==> src/rtl/addsub_pkg.sv <==
// Shared definitions for the bit-serial add/subtract unit: FSM states,
// operation codes and the default operand width.
`default_nettype none

package addsub_pkg;

  localparam int DEFAULT_WIDTH = 8;

  typedef enum logic [1:0] {
    IDLE = 2'd0,
    RUN  = 2'd1,
    DONE = 2'd2
  } state_t;

  localparam logic [1:0] OP_ADD  = 2'b00;
  localparam logic [1:0] OP_SUB  = 2'b01;
  localparam logic [1:0] OP_NEG  = 2'b10;
  localparam logic [1:0] OP_PASS = 2'b11;

endpackage

`default_nettype wire

==> src/rtl/fulladder.sv <==
// Single-bit full adder cell.
// It is shared by every bit position of the serial datapath.
`default_nettype none

module fulladder (
  input  logic A,
  input  logic B,
  input  logic Cin,
  output logic Y,
  output logic Carry
);

  assign Y     = A ^ B ^ Cin;
  assign Carry = (A & B) | (Cin & (A ^ B));

endmodule

`default_nettype wire

==> src/rtl/serial_addsub_ctrl.sv <==
// Bit-serial add/sub/negate/pass unit: one full-adder cell, operands fed LSB-first,
// carry held between cycles, result assembled in a right-shifting register.
`default_nettype none

module serial_addsub_ctrl
  import addsub_pkg::*;
#(
  parameter int WIDTH = DEFAULT_WIDTH
) (
  input  logic             clk,
  input  logic             reset,
  input  logic             start,
  input  logic [1:0]       op,
  input  logic [WIDTH-1:0] a,
  input  logic [WIDTH-1:0] b,
  output logic             busy,
  output logic             done,
  output logic [WIDTH-1:0] result,
  output logic             carry_out,
  output logic             overflow
);

  localparam int IDXW = $clog2(WIDTH);
  localparam logic [IDXW-1:0] LAST_IDX = IDXW'(WIDTH - 1);

  state_t           state_q;
  logic [WIDTH-1:0] x_q;
  logic [WIDTH-1:0] y_q;
  logic [WIDTH-1:0] sr_q;
  logic [IDXW-1:0]  bit_idx_q;
  logic             carry_q;
  logic             busy_q;
  logic             done_q;
  logic [WIDTH-1:0] result_q;
  logic             carry_out_q;
  logic             overflow_q;

  logic fa_sum;
  logic fa_carry;

  fulladder u_fa (
    .A     (x_q[0]),
    .B     (y_q[0]),
    .Cin   (carry_q),
    .Y     (fa_sum),
    .Carry (fa_carry)
  );

  always_ff @(posedge clk) begin
    if (reset) begin
      state_q     <= IDLE;
      x_q         <= '0;
      y_q         <= '0;
      sr_q        <= '0;
      bit_idx_q   <= '0;
      carry_q     <= 1'b0;
      busy_q      <= 1'b0;
      done_q      <= 1'b0;
      result_q    <= '0;
      carry_out_q <= 1'b0;
      overflow_q  <= 1'b0;
    end else begin
      case (state_q)
        IDLE: begin
          done_q <= 1'b0;
          if (start) begin
            // Subtract and negate are folded into an add of inverted operands plus one.
            case (op)
              OP_ADD:  begin x_q <= a;  y_q <= b;  carry_q <= 1'b0; end
              OP_SUB:  begin x_q <= a;  y_q <= ~b; carry_q <= 1'b1; end
              OP_NEG:  begin x_q <= ~a; y_q <= '0; carry_q <= 1'b1; end
              default: begin x_q <= a;  y_q <= '0; carry_q <= 1'b0; end
            endcase
            bit_idx_q   <= '0;
            sr_q        <= '0;
            result_q    <= '0;
            carry_out_q <= 1'b0;
            overflow_q  <= 1'b0;
            busy_q      <= 1'b1;
            state_q     <= RUN;
          end
        end

        RUN: begin
          x_q     <= x_q >> 1;
          y_q     <= y_q >> 1;
          carry_q <= fa_carry;
          sr_q    <= {fa_sum, sr_q[WIDTH-1:1]};
          if (bit_idx_q == LAST_IDX) begin
            // carry_q here is the carry into the MSB cell.
            result_q    <= {fa_sum, sr_q[WIDTH-1:1]};
            carry_out_q <= fa_carry;
            overflow_q  <= carry_q ^ fa_carry;
            busy_q      <= 1'b0;
            done_q      <= 1'b1;
            state_q     <= DONE;
          end else begin
            bit_idx_q <= bit_idx_q + 1'b1;
          end
        end

        DONE: begin
          done_q  <= 1'b0;
          state_q <= IDLE;
        end

        default: begin
          busy_q  <= 1'b0;
          done_q  <= 1'b0;
          state_q <= IDLE;
        end
      endcase
    end
  end

  assign busy      = busy_q;
  assign done      = done_q;
  assign result    = result_q;
  assign carry_out = carry_out_q;
  assign overflow  = overflow_q;

endmodule

`default_nettype wire

==> config.mk <==
export PLATFORM = sky130hd
export DESIGN_NAME = serial_addsub_ctrl
export DESIGN_NICKNAME = d
export VERILOG_FILES = /design/src/rtl/addsub_pkg.sv /design/src/rtl/fulladder.sv /design/src/rtl/serial_addsub_ctrl.sv
export SDC_FILE = /design/constraint.sdc
export NUM_CORES = 1
export LEC_CHECK = 0
export ABC_CLOCK_PERIOD_IN_PS = 3900
export BUFFER_PORTS_ARGS = -buffer_cell sky130_fd_sc_hd__buf_4
export CAP_MARGIN = 20
export CORE_MARGIN = 2
export CORE_UTILIZATION = 45
export CTS_BUF_LIST = sky130_fd_sc_hd__clkbuf_2
export DETAILED_ROUTE_END_ITERATION = 10
export GPL_TIMING_DRIVEN = 0
export HOLD_SLACK_MARGIN = 0.05
export PLACE_DENSITY_LB_ADDON = 0.1
export SETUP_SLACK_MARGIN = 0.02
export SKIP_LAST_GASP = 1
export SLEW_MARGIN = 5
export SYNTH_ARGS = -nofsm -noshare
export SYNTH_HDL_FRONTEND = slang
export SYNTH_SLANG_ARGS = --single-unit
==> constraint.sdc <==
create_clock -name clk -period 3.9 [get_ports clk]
set_clock_uncertainty 0.05 [all_clocks]
set_input_delay 0.195 -clock clk [delete_from_list [all_inputs] [get_ports clk]]
set_output_delay 0.195 -clock clk [all_outputs]
set_load 0.03 [all_outputs]
Word level (Yosys, flattened, before mapping):

Index checks and enable logic that the tools add are counted.

* input port bits: 21
* bits in registers: 42
* output and inout port bits: 12
* logic and storage cells: 67

* reduce and logical (&&, ||, !) cells: 10
* bitwise operators: 10
* muxes and demuxes: 27
* add/subtract/negate cells: 1
* eq/ne operators: 8

Operators with widths (number)
* 8-bit one-hot mux with 2 select lines: 5
* 8-bit two-way mux: 5
* 8-bit NOT: 2
* 3-bit AND reduction: 3
* 1-bit two-way mux: 7
* 3-bit two-way mux: 2
* 2-bit != test, second input constant: 3
* 1-bit one-hot mux with 2 select lines: 3
* 3-bit one-hot mux with 2 select lines: 1
* 2-bit by 1-bit equality test with 1-bit output, second input constant: 2
* 2-bit equality test, second input constant: 2
* 2-bit logical NOT: 2
* 2-bit two-way mux: 2
* 2-bit one-hot mux with 2 select lines: 1
* 2-bit AND reduction: 2
* 2-bit OR reduction: 2
* 3-bit by 1-bit adder with 3-bit output, second input constant: 1
* 3-bit equality test, second input constant: 1
* 1-bit one-hot mux with 3 select lines: 1
* 1-bit bitwise XOR: 3
* 1-bit AND: 2
* 1-bit NOT: 2
* 2-bit nonzero test: 1
* 1-bit bitwise OR: 1

Depth between registers and ports, before layout:

Gate-level depths: netlist of the first run.

* depth after elaboration: 6
* mapped depth: 6
* gate-level depth less buffers: 5

Cells and area by module:

Synthesis of the first run repeated with hierarchy kept, for this count alone.

* cell total of the unflattened synthesis: 204
* area, all modules: 1868.0 µm²

By module, submodules not included
* serial_addsub_ctrl: cells an instance 203, sequential area each 820.8 µm², instances 1, area an instance 1848.0 µm²
* fulladder: cells an instance 1, sequential area each 0.0 µm², instances 1, area an instance 20.0 µm²

Worst setup path after synthesis of the first run:

Ideal clock, no wire load.

* path type: flip-flop to flip-flop
* start point: register bit_idx_q[0]
* end point: register bit_idx_q[0]
* cell stages (with the launch flop): 6
* setup slack: 2.341 ns
* path buffers: 0
* arrival: 1.385 ns
* data required time: 3.727 ns
* clock period less this slack: 1.559 ns
* library setup time: 0.123 ns
* cell sequence: dfxtp_1 > ha_1 > ha_1 > nand2b_1 > a21oi_2 > mux2_1

* cells in the longest elaborated chain, start to end: 3
* elaborated cells on any way between the ends: 6
* those cells by class: add/sub: 1; eq/ne: 2; mux: 2; reduce/logical: 1

Ends and longest elaborated chain
* from (decl): line serial_addsub_ctrl.sv:30 `logic [IDXW-1:0] bit_idx_q;`
* from (signal assigned): line serial_addsub_ctrl.sv:98 `bit_idx_q <= bit_idx_q + 1'b1;`
* 3-bit by 1-bit adder with 3-bit output or 3-bit equality test (tied branches): line serial_addsub_ctrl.sv:98, serial_addsub_ctrl.sv:89
* 3-bit two-way mux or 2-bit != test (tied branches)
* 3-bit one-hot mux with 2 select lines or 3-bit AND reduction (tied branches)

Several ways; a longest one is shown, not always the timed one. The select of a mux whose other input is x is not followed.
A chain may end at the register's enable or synchronous reset.

Worst setup path after layout of the first run:

* start point: register bit_idx_q[0]
* end point: register result_q[0] (netlist: result[0])

* cells in the longest elaborated chain, start to end: 3

Ends and longest elaborated chain
* 3-bit equality test: line serial_addsub_ctrl.sv:89 `if (bit_idx_q == LAST_IDX) begin`
* 2-bit != test (no source line)
* 3-bit AND reduction (no source line)
* to (signal assigned): line serial_addsub_ctrl.sv:91 `result_q <= {fa_sum, sr_q[WIDTH-1:1]};`
* to (decl): line serial_addsub_ctrl.sv:34 `logic [WIDTH-1:0] result_q;`

Every way passes these cells.

==> impl_summary.txt, run 1 <==
----------------------------------------------------
[Outcome]
  Outcome ... complete, no violations

[Route]
  Wirelength, routed ... about 4200 µm
  Routed wire length per instance ... ~14 µm
  Via-to-Cell Ratio ... approximately 5.4
  Sum of met2 wire segment lengths after detailed routing ... between 1500 and 2000 µm
  Vias after detailed routing ... roughly 1700
  Antenna Nets Post-Route ... 0
  First drt pass iteration count ... 4
  Length of routed wiring on met1 ... around 2100 µm
  Routed length on met3 ... a little under 200 µm
  Post-route DRC violation count ... 0
  Uppermost signal routing layer after detailed routing ... met4
  Violation count after the first detailed-routing iteration ... 59

[GRT]
  Total global routing track utilization ... 17.9%
  Antenna violations before repair ... 0
  Global-route wire length before repair ... 7140 µm
  Global-route congestion overflow total ... 0
  Vias in the first global route ... between 1500 and 2000
  Largest net degree at the start of global routing ... 14

[Critical path]
  Bufs and invs on worst path ... 1
  Worst setup SP type ... flip-flop
  End of the worst register-to-register path ... result[0]$_SDFFE_PP0P_
  Dominant cell type by count on the critical path ... sky130_fd_sc_hd__ha_1
  Ordered cell list for the critical path ... ha_1 -> ha_1 -> mux2i_1 -> clkbuf_1 -> o21ai_0 -> a21oi_1
  Worst path top cell family by delay ... adder cells
  Data required time at the worst endpoint ... between 4000 and 5000 ps
  Standard cell with the maximum stage delay on the critical path ... sky130_fd_sc_hd__dfxtp_1
  End point of the critical path ... result[0]$_SDFFE_PP0P_
  Number of stages on the worst setup path ... 6
  Flop-to-flop setup slack ... about 2200 ps
  Startpoint of the most critical setup path ... bit_idx_q[0]$_SDFFE_PP0P_
  Maximum fanout encountered on the critical timing path ... 10
  Worst R2R Path Depth ... 6
  Crit. End Element ... flip-flop
  Delay of the slowest cell on the worst path ... ~380 ps
  Data arrival time of the critical path ... ~2000 ps
  Reg2reg start ... bit_idx_q[0]$_SDFFE_PP0P_
  Type of the worst setup path ... reg2reg

[Cells and area]
  Ratio of cells with drive above 1 in the final layout ... between 20 and 25%
  Ant. Diodes ... 0
  Relative area change from synthesis to final layout ... 21.4%
  Nets@finish ... roughly 280
  Share of the core filled with cells ... about three fifths

[Synthesis]
  Fraction of the mapped netlist area in simple logic gates ... roughly 16%
  Synth Area in XOR/XNOR ... 4.03%
  Cell area after synthesis ... approximately 2000 µm²
  Fraction of synthesized cell area taken by the top area cell type ... a little over two fifths
  Most frequently used cell type in the post-synthesis netlist ... sky130_fd_sc_hd__dfxtp_1
  Synthesized-area fraction occupied by adder cells ... between 4 and 5%
  Count of state elements after synthesis ... 41
  Synthesized-area fraction occupied by ao, oa, aoi and oai cells ... 20.0%
  Number of enable-type register cells in the synthesized netlist ... 0
  Syn_nets ... ~240
  Main synth FF type ... sky130_fd_sc_hd__dfxtp_1
  Top cells by instance count after synthesis ... sky130_fd_sc_hd__dfxtp_1, sky130_fd_sc_hd__nor2_1, sky130_fd_sc_hd__a21oi_1
  Multiplexer area fraction after synthesis ... 7.17%
  Gate Count Post-Synth ... approximately 210
  Total of warnings raised by yosys ... 0
  Share of synthesized area occupied by flip-flops and latches ... between 40% and 50%
  Post-Syn Area per Cell ... between 9 and 10 µm²
  Combinational family with the most area after synthesis ... compound AO/OA/AOI/OAI gates
  Async set-or-reset flop fraction in the synthesized netlist ... 0%
  Top post-synthesis cells by area ... sky130_fd_sc_hd__dfxtp_1, sky130_fd_sc_hd__nor2_1, sky130_fd_sc_hd__a21oi_1
  Netlist cell types ... 36
  Biggest area consumer among synthesized cells ... sky130_fd_sc_hd__dfxtp_1

[Die]
  IO Pins ... 33
  Die area ... between 4000 and 5000 µm²
  Core box area ... 4090 µm²
  Die boundary width ... approximately 70 µm
  Placement Rows ... 23
  Height of the die ... between 60 and 70 µm
  Initial Util ... 47.9%

[Power]
  Switching share of power ... between 20% and 30%
  Part of the total power dissipated in sequential elements ... about 58%
  Sw power ... between 200 and 250 µW
  Internal Dissipation ... 549 µW
  Clk pwr share ... 23.8%
  Leak Pwr ... between 0.9 and 1 nW
  VDD IR max ... around 0.00021 V
  Power density of the placed cells ... between 300 and 400 nW/µm²
  Combinational Power Share ... between 10% and 20%

[Timing]
  F_max ... 0.586 GHz
  Final setup fails ... 0
  Final hold violation count ... 0
  Actual transition at the worst max-transition pin ... between 700 and 800 ps
  Slew Limit Headroom ... about 47%
  Total Neg Setup Slack ... 0 ps
  Number of pins with negative max-slew slack in the final report ... 0
  Fraction of the cycle the final worst path needs ... 43.8%
  Final period demand of the worst path ... between 1500 and 2000 ps
  RSZ-0062 raised after global routing ... no

[CTS]
  Setup Fix Bufs, Post-CTS ... 0
  CTS sink cnt ... a little over 40
  Number of buffers created by CTS ... 5
  Clock latency on the worst-skew pair ... approximately 400 ps
  H-tree levels ... 2
  Resize count post-CTS ... 0
  Buffer type at the clock tree root ... sky130_fd_sc_hd__clkbuf_2
  TritonCTS clock tree ... built
  Hold buffer count at cts ... 8
  CTS max path bufs ... 2
  Clock slew seen by the registers of the worst setup and hold paths ... approximately 220 ps

[Place]
  Count of input and output buffers ... 31
  Placer's final routability congestion estimate ... 0.760
  HPWL Detailed ... 2960 µm

[Flow run]
  Maximum capacitance violations ... 0

[Min path]
  Worst min-delay path category ... in2reg

----------------------------------------------------
[per-layer routing]
metal | GRT usage (%) | up-vias
li1 | - | 843
met1 | 24.8 | 774
met2 | 27.4 | 37
met3 | 3.75 | 5
met4 | 6.84 | 0
met5 | 0 | -
[layout make-up]
type / count / area (µm²)
Timing Repair Buffer: 39 / 313
Tap cell: 50 / 62.6
Multi-Input combinational cell: 146 / 1020
Clock buffer: 5 / 25.0
Sequential cell: 41 / 821
Inverter: 4 / 15.0
Clock inverter: 3 / 17.5
Fill cell: 405 / 1710
Buffer: 18 / 101
[metrics by stage]
step                cell area (µm²)  cells  setup slack, ps  hold WS [ps]  total power [mW]
floorplan                      1960    209             2340           354             0.550
global route                   2370    306             2010           158             0.815
global placement               2250    290             2250           395             0.592
finish                         2370    306             2190           150             0.776
detailed placement             2250    290             2220           399             0.594
CTS                            2370    306             2190           132             0.783
[flip-flops by register name, indices dropped and copies added, names as in the netlist]
register,cells
bit_idx_q,3
busy,1
carry_out,1
carry_q,1
done,1
overflow,1
result,8
sr_q,7
state_q,2
x_q,8
y_q,8
[worst min-delay path by stage]
stage,from,endpoint,cells past startpoint
final,b[7],y_q[7]$_SDFFE_PP0P_,3
after global routing,b[7],y_q[7]$_SDFFE_PP0P_,3
after CTS,b[7],y_q[7]$_SDFFE_PP0P_,3
after detailed placement,y_q[6]$_SDFFE_PP0P_,y_q[6]$_SDFFE_PP0P_,2
after global placement,y_q[2]$_SDFFE_PP0P_,y_q[2]$_SDFFE_PP0P_,2
after floorplan,a[4],x_q[4]$_SDFFE_PP0P_,2
[cells by family after synthesis]
| group | after synthesis |
|---|---|
| flip-flops | 41 |
| AND/OR/NAND/NOR | 60 |
| buffers and inverters | 22 |
| XOR/XNOR | 9 |
| AO/OA/AOI/OAI | 57 |
| multiplexers | 13 |
| adder cells (fa/ha/maj) | 7 |
[layout by cell type, fill, tap and decap left out, types with 2 or more instances in the layout]
cell type                       Yosys  final
sky130_fd_sc_hd__nor2_1            25     25
sky130_fd_sc_hd__dfxtp_1           41     41
sky130_fd_sc_hd__nand3b_1           2      2
sky130_fd_sc_hd__clkbuf_1          10     10
sky130_fd_sc_hd__a2111oi_1          2      2
sky130_fd_sc_hd__buf_2              3      3
sky130_fd_sc_hd__ha_1               6      6
sky130_fd_sc_hd__dlygate4sd3_1      0      8
sky130_fd_sc_hd__clkbuf_2           0      5
sky130_fd_sc_hd__clkinv_2           0      2
sky130_fd_sc_hd__nor2b_1            3      3
sky130_fd_sc_hd__nand4b_1           9      9
sky130_fd_sc_hd__a21oi_1           18     18
sky130_fd_sc_hd__buf_6              3      3
sky130_fd_sc_hd__a2111oi_0          5      5
sky130_fd_sc_hd__buf_4              2     33
sky130_fd_sc_hd__mux2_2             7      7
sky130_fd_sc_hd__xnor2_1            8      8
sky130_fd_sc_hd__nand2b_1           5      5
sky130_fd_sc_hd__nand2_1           10     10
sky130_fd_sc_hd__inv_1              3      3
sky130_fd_sc_hd__o221ai_1           7      7
sky130_fd_sc_hd__mux2i_1            5      5
sky130_fd_sc_hd__o21ai_0           12     12
sky130_fd_sc_hd__a22oi_1            7      7
sky130_fd_sc_hd__nor3_1             3      3
[power by group through the flow]
stage	Clock (mW)	Combinational (mW)	Sequential, mW
after floorplan	0	0.0898	0.460
after global placement	0	0.132	0.460
after detailed placement	0	0.133	0.461
after CTS	0.191	0.140	0.452
after global routing	0.204	0.156	0.456
final	0.185	0.139	0.452
[worst register-to-register path: cells and delay by family (launching register included)]
kind                       cells  cell delay [ps]
adders and majority gates      2              420
AOI/OAI and AO/OA              2              280
DFF                            1              380
buffers and inverters          1              340
muxes                          1              170
Note: power is estimated with default switching activity, not from simulation.
==> run 2: changes to the inputs <==
--- a/config.mk
+++ b/config.mk
@@ -5,7 +5,7 @@
 export SDC_FILE = /design/constraint.sdc
 export NUM_CORES = 1
 export LEC_CHECK = 0
-export ABC_CLOCK_PERIOD_IN_PS = 3900
+export ABC_CLOCK_PERIOD_IN_PS = 1800
 export BUFFER_PORTS_ARGS = -buffer_cell sky130_fd_sc_hd__buf_4
 export CAP_MARGIN = 20
 export CORE_MARGIN = 2
==> constraint.sdc (replaced) <==
create_clock -name clk -period 1.8 [get_ports clk]
set_clock_uncertainty 0.05 [all_clocks]
set_input_delay 0.09 -clock clk [delete_from_list [all_inputs] [get_ports clk]]
set_output_delay 0.09 -clock clk [all_outputs]
set_load 0.03 [all_outputs]
==> impl_summary.txt, run 2 (synthesis gave the netlist of run 1 again) <==
----------------------------------------------------
[Cells and area]
  Nets@finish ... 285
  Flip-flop and latch area ... roughly 820 µm²
  Relative area change from synthesis to final layout ... 22.5%
  Ant. Diodes ... 0
  Commonest non-fill, non-tap cell in the layout ... sky130_fd_sc_hd__dfxtp_1
  Area of the multi-input gates ... just over 1000 µm²
  Ratio of cells with drive above 1 in the final layout ... around 23%
  Most frequent cells in the layout ... sky130_fd_sc_hd__dfxtp_1, sky130_fd_sc_hd__buf_4, sky130_fd_sc_hd__nor2_1
  Filler cell count in the final layout ... between 400 and 500

[Die]
  Core box area ... 4090 µm²
  Height of the die ... between 60 and 70 µm
  Initial Util ... a little under half
  Die area ... slightly below 5000 µm²
  IO Pins ... 33
  Placement Rows ... 23
  Die boundary width ... approximately 70 µm

[Timing]
  Fraction of the cycle the final worst path needs ... 94.0%
  RSZ-0062 raised after global routing ... no
  Actual transition at the worst max-transition pin ... between 700 and 800 ps
  Final setup fails ... 0
  WHS ... between 60 and 70 ps
  F_max ... about 0.59 GHz
  Final hold violation count ... 0
  Final period demand of the worst path ... approximately 1700 ps
  Slew Limit Headroom ... 47.0%
  Total Neg Setup Slack ... 0 ps
  Number of pins with negative max-slew slack in the final report ... 0

[Min path]
  Cells on Worst Hold Path ... 4
  Origin of the worst min-delay path ... start
  Endpoint with the worst hold slack ... x_q[7]$_SDFFE_PP0P_
  Worst min-delay path category ... in2reg

[CTS]
  CTS sink cnt ... 41
  H-tree levels ... 2
  Clock slew seen by the registers of the worst setup and hold paths ... approximately 220 ps
  Setup Fix Bufs, Post-CTS ... 0
  Number of buffers created by CTS ... 5
  TritonCTS clock tree ... built
  Clock latency on the worst-skew pair ... approximately 400 ps
  Buffer type at the clock tree root ... sky130_fd_sc_hd__clkbuf_2
  CTS max path bufs ... 2

[Power]
  VDD IR max ... between 0.0004 and 0.0005 V
  Combinational Power Share ... around 18%
  Power density of the placed cells ... approximately 700 nW/µm²
  Internal Dissipation ... 1.19 mW
  Clk pwr share ... between 20% and 30%
  Leak Pwr ... roughly 0.95 nW
  Switching share of power ... around 29%
  Part of the total power dissipated in sequential elements ... just under 60%
  Sw power ... 491 µW

[Place]
  Count of input and output buffers ... 31
  Placer's final routability congestion estimate ... approximately 0.76
  HPWL Detailed ... just under 3000 µm

[Critical path]
  Flop-to-flop setup slack ... 110 ps
  Data arrival time of the critical path ... a little under 2000 ps
  Worst setup SP type ... flip-flop
  Data required time at the worst endpoint ... 2070 ps
  Reg2reg start ... bit_idx_q[0]$_SDFFE_PP0P_
  Crit. End Element ... flip-flop
  Worst R2R Path Depth ... 5
  End of the worst register-to-register path ... bit_idx_q[0]$_SDFFE_PP0P_
  Maximum fanout encountered on the critical timing path ... 4
  Type of the worst setup path ... reg2reg

[Route]
  Violation count after the first detailed-routing iteration ... 50
  First drt pass iteration count ... 4
  Routed wire length per instance ... 13.6 µm
  Vias after detailed routing ... ~1700
  Wirelength, routed ... ~4200 µm
  Via-to-Cell Ratio ... ~5.4
  Antenna Nets Post-Route ... 0
  Post-route DRC violation count ... 0

[GRT]
  Global-route wire length before repair ... 7180 µm
  Vias in the first global route ... 1571
  Antenna violations before repair ... 0
  Global-route congestion overflow total ... 0
  Largest net degree at the start of global routing ... 14
  Total global routing track utilization ... between 10% and 20%

[Flow run]
  Maximum capacitance violations ... 0

[Outcome]
  Outcome ... complete, no violations

----------------------------------------------------
## run 2: cell count changes in the layout (fill, tap and decap cells not counted), sizes merged
cell / change
dlygate4sd3: +2
## run 2: worst max path at each step
stage,from,end,depth (start not counted)
after floorplan,bit_idx_q[0]$_SDFFE_PP0P_,bit_idx_q[0]$_SDFFE_PP0P_,5
after global placement,bit_idx_q[0]$_SDFFE_PP0P_,bit_idx_q[0]$_SDFFE_PP0P_,5
after detailed placement,bit_idx_q[0]$_SDFFE_PP0P_,bit_idx_q[0]$_SDFFE_PP0P_,5
after CTS,bit_idx_q[0]$_SDFFE_PP0P_,result[0]$_SDFFE_PP0P_,6
after global routing,state_q[1]$_SDFFE_PP0P_,x_q[6]$_SDFFE_PP0P_,3
final,bit_idx_q[0]$_SDFFE_PP0P_,bit_idx_q[0]$_SDFFE_PP0P_,5
## run 2: worst max-delay path, cell delays in order (launching register included)
cell	delay [ps]
sky130_fd_sc_hd__dfxtp_1	380
sky130_fd_sc_hd__ha_1	220
sky130_fd_sc_hd__ha_1	210
sky130_fd_sc_hd__nand2b_1	160
sky130_fd_sc_hd__a21oi_2	260
sky130_fd_sc_hd__mux2_1	340
## run 2: layout make-up
type / count / area share (%)
multi-input combinational: 146 / 42.5
sequential: 41 / 34.3
timing repair buffer: 41 / 13.9
buffer: 18 / 4.28
tap: 50 / 2.61
clock buffer: 5 / 1.04
clock inverter: 3 / 0.731
inverter: 4 / 0.627
## run 2: per-layer routing
metal  track usage, %  up-vias  routed length, µm
li1                 -      848                  -
met1             24.7      769               2050
met2             27.8       39               1910
met3             3.75        5                195
met4             6.84        0                 38
met5                0        -                  0
## run 2: power groups by stage
| stage | sequential [mW] | clock (mW) | combinational [mW] |
|---|---|---|---|
| 3_3_place_gp | 0.997 | 0 | 0.286 |
| 2_1_floorplan | 0.997 | 0 | 0.195 |
| 3_5_place_dp | 0.998 | 0 | 0.288 |
| 5_1_grt | 0.987 | 0.442 | 0.341 |
| 4_1_cts | 0.980 | 0.414 | 0.306 |
| 6_report | 0.980 | 0.400 | 0.305 |
## run 2: stage by stage
stage | setup WS [ps] | area, µm² | total power [mW] | utilization [%] | cells
after global routing | 21.4 | 2390 | 1.77 | 58.6 | 308
after global placement | 150 | 2250 | 1.28 | 55.1 | 290
final | 108 | 2390 | 1.68 | 58.6 | 308
after CTS | 86.2 | 2390 | 1.70 | 58.6 | 308
after detailed placement | 121 | 2250 | 1.29 | 55.1 | 290
after floorplan | 241 | 1960 | 1.19 | - | 209
## run 2: what timing repair did
action | CTS | global route
endpoints found under the setup margin | 0 | 10
hold buffers | 10 | 0
gates resized for setup | 0 | 2
hold endpoints to repair | 10 | 0
==> run 3: changes to the inputs <==
--- a/config.mk
+++ b/config.mk
@@ -20,4 +20,5 @@
 export SLEW_MARGIN = 5
 export SYNTH_ARGS = -nofsm -noshare
 export SYNTH_HDL_FRONTEND = slang
+export SYNTH_HIERARCHICAL = 1
 export SYNTH_SLANG_ARGS = --single-unit
==> impl_summary.txt, run 3 <==
----------------------------------------------------
[Outcome]
  Outcome ... complete, no violations

[Timing]
  RSZ-0062 raised after global routing ... no
  F_max ... approximately 0.6 GHz
  Final setup fails ... 0
  WHS ... around 160 ps
  Number of pins with negative max-slew slack in the final report ... 0
  Slew Limit Headroom ... ~53%
  Total Neg Setup Slack ... 0 ps
  Actual transition at the worst max-transition pin ... 699 ps
  Final hold violation count ... 0
  Final period demand of the worst path ... 1650 ps
  Fraction of the cycle the final worst path needs ... about nine tenths

[GRT]
  Antenna violations before repair ... 0
  Global-route wire length before repair ... about 6800 µm
  Global-route congestion overflow total ... 0
  Total global routing track utilization ... around a fifth
  Vias in the first global route ... between 1000 and 1500
  Largest net degree at the start of global routing ... 14

[Route]
  Via-to-Cell Ratio ... around 5.2
  Vias after detailed routing ... around 1600
  Violation count after the first detailed-routing iteration ... slightly below 100
  Post-route DRC violation count ... 0
  Routed wire length per instance ... between 10 and 15 µm
  Wirelength, routed ... approximately 4200 µm
  Antenna Nets Post-Route ... 0
  First drt pass iteration count ... 4

[Min path]
  Cells on Worst Hold Path ... 4
  Worst min-delay path category ... in2reg
  Origin of the worst min-delay path ... start

[Power]
  Power density of the placed cells ... 710 nW/µm²
  Leak Pwr ... a little under 1 nW
  VDD IR max ... ~0.00047 V

[Critical path]
  Worst R2R Path Depth ... 4
  Type of the worst setup path ... reg2reg
  Worst setup SP type ... flip-flop
  Data required time at the worst endpoint ... around 2100 ps
  Maximum fanout encountered on the critical timing path ... 3
  Crit. End Element ... flip-flop
  Data arrival time of the critical path ... a little under 2000 ps
  Reg2reg start ... x_q[0]$_SDFFE_PP0P_
  Startpoint of the most critical setup path ... x_q[0]$_SDFFE_PP0P_

[Synthesis]
  Post-Syn Area per Cell ... slightly above 9 µm²
  Total of warnings raised by yosys ... 6
  Syn_nets ... between 200 and 250
  Biggest area consumer among synthesized cells ... sky130_fd_sc_hd__dfxtp_1
  Main synth FF type ... sky130_fd_sc_hd__dfxtp_1
  Top post-synthesis cells by area ... sky130_fd_sc_hd__dfxtp_1, sky130_fd_sc_hd__nor2_1, sky130_fd_sc_hd__mux2_2
  Most frequently used cell type in the post-synthesis netlist ... sky130_fd_sc_hd__dfxtp_1
  Share of synthesized area occupied by flip-flops and latches ... 43.9%
  Async set-or-reset flop fraction in the synthesized netlist ... 0%
  Fraction of synthesized cell area taken by the top area cell type ... between 40% and 50%
  Netlist cell types ... 31
  Count of state elements after synthesis ... 41
  Cell area after synthesis ... between 1500 and 2000 µm²
  Number of enable-type register cells in the synthesized netlist ... 0
  Top cells by instance count after synthesis ... sky130_fd_sc_hd__dfxtp_1, sky130_fd_sc_hd__nor2_1, sky130_fd_sc_hd__a21oi_1
  Gate Count Post-Synth ... 204

[Cells and area]
  Commonest non-fill, non-tap cell in the layout ... sky130_fd_sc_hd__dfxtp_1
  Most frequent cells in the layout ... sky130_fd_sc_hd__dfxtp_1, sky130_fd_sc_hd__buf_4, sky130_fd_sc_hd__nor2_1
  Ant. Diodes ... 0
  Nets@finish ... approximately 290
  Share of the core filled with cells ... 59.6%
  Relative area change from synthesis to final layout ... 27.7%
  Ratio of cells with drive above 1 in the final layout ... between 20% and 30%

[CTS]
  CTS sink cnt ... 41
  CTS max path bufs ... 2
  Clock slew seen by the registers of the worst setup and hold paths ... roughly 210 ps
  Number of buffers created by CTS ... 5
  H-tree levels ... 2
  Setup Fix Bufs, Post-CTS ... 0
  Clock latency on the worst-skew pair ... approximately 420 ps
  Buffer type at the clock tree root ... sky130_fd_sc_hd__clkbuf_2
  TritonCTS clock tree ... built

[Flow run]
  Maximum capacitance violations ... 0

[Die]
  Core box area ... roughly 4000 µm²
  Placement Rows ... 23
  Die boundary width ... 68.4 µm
  IO Pins ... 33
  Initial Util ... 46.7%
  Die area ... about 4700 µm²
  Height of the die ... just under 70 µm

[Place]
  Count of input and output buffers ... 32
  Placer's final routability congestion estimate ... about 0.75
  HPWL Detailed ... about 2800 µm

----------------------------------------------------
==> run 3: changes by cell type after synthesis, sizes merged, moves of 3 or more <==
cell,previous run,this run
nand2,10,2
mux2i,5,1
nand3,0,3
a21oi,19,16
or3b,0,3
nor2,25,33
o221ai,7,0
o22ai,0,7
nor3,3,9
==> run 3: kinds of logic after synthesis <==
group / after synthesis / synth area share, %
simple gates: 67 / 19.1
buf+inv: 19 / 4.89
xor+xnor: 9 / 4.22
compound gates: 52 / 17.4
flops: 41 / 43.9
fa+ha+maj: 7 / 5.09
mux: 9 / 5.36
==> run 3: final timing paths <==
| kind | to | slack (ps) |
|---|---|---|
| hold reg to reg | bit_idx_q[1]$_SDFFE_PP0P_ | 440 |
| hold / removal | y_q[0]$_SDFFE_PP0P_ | 160 |
| setup reg to reg | overflow$_SDFFE_PP0P_ | 150 |
| setup / recovery | overflow$_SDFFE_PP0P_ | 150 |
==> run 3: layout make-up <==
class	instances	area, µm²
repair buffers	49	410
fillers	374	1620
well taps	50	62.6
flip-flops and latches	41	821
inverters	2	7.51
clock buffers	5	25.0
clock inverters	3	17.5
multi-input cells	144	956
plain buffers	17	85.1
==> run 3: timing repair <==
action | in CTS | in global routing
gates resized for setup | 0 | 2
endpoints found under the setup margin | 0 | 10
hold buffers | 17 | 0
endpoints found under the hold margin | 16 | 0
==> run 3: critical path, cell delays in order, from the launching register on <==
cell	delay (ps)
sky130_fd_sc_hd__dfxtp_1	370
sky130_fd_sc_hd__fa_1	470
sky130_fd_sc_hd__xnor2_1	140
sky130_fd_sc_hd__or4_1	420
sky130_fd_sc_hd__a21oi_1	150
==> run 3: layer usage <==
metal | GRT usage, % | vias to the layer above | wire, µm
li1 | - | 844 | -
met4 | 8.00 | 0 | 42
met5 | 0 | - | 0
met2 | 28.6 | 32 | 1820
met1 | 28.4 | 744 | 2180
met3 | 4.11 | 5 | 156
==> run 3: per-stage QoR <==
| step | worst slack [ps] | cell area, µm² | instances | power (mW) |
|---|---|---|---|---|
| final | 154 | 2380 | 311 | 1.69 |
| after global routing | 43.6 | 2380 | 311 | 1.78 |
| after CTS | 65.5 | 2380 | 311 | 1.71 |
| after detailed placement | 106 | 2170 | 286 | 1.28 |
| after global placement | 121 | 2170 | 286 | 1.28 |
| after floorplan | 279 | 1870 | 204 | 1.19 |
==> run 3: power breakdown <==
part	total [mW]	switching (mW)	internal [mW]	leakage [nW]
clock network	0.403	0.313	0.0906	0.0287
logic	0.307	0.152	0.155	0.596
registers	0.983	0.0276	0.956	0.335
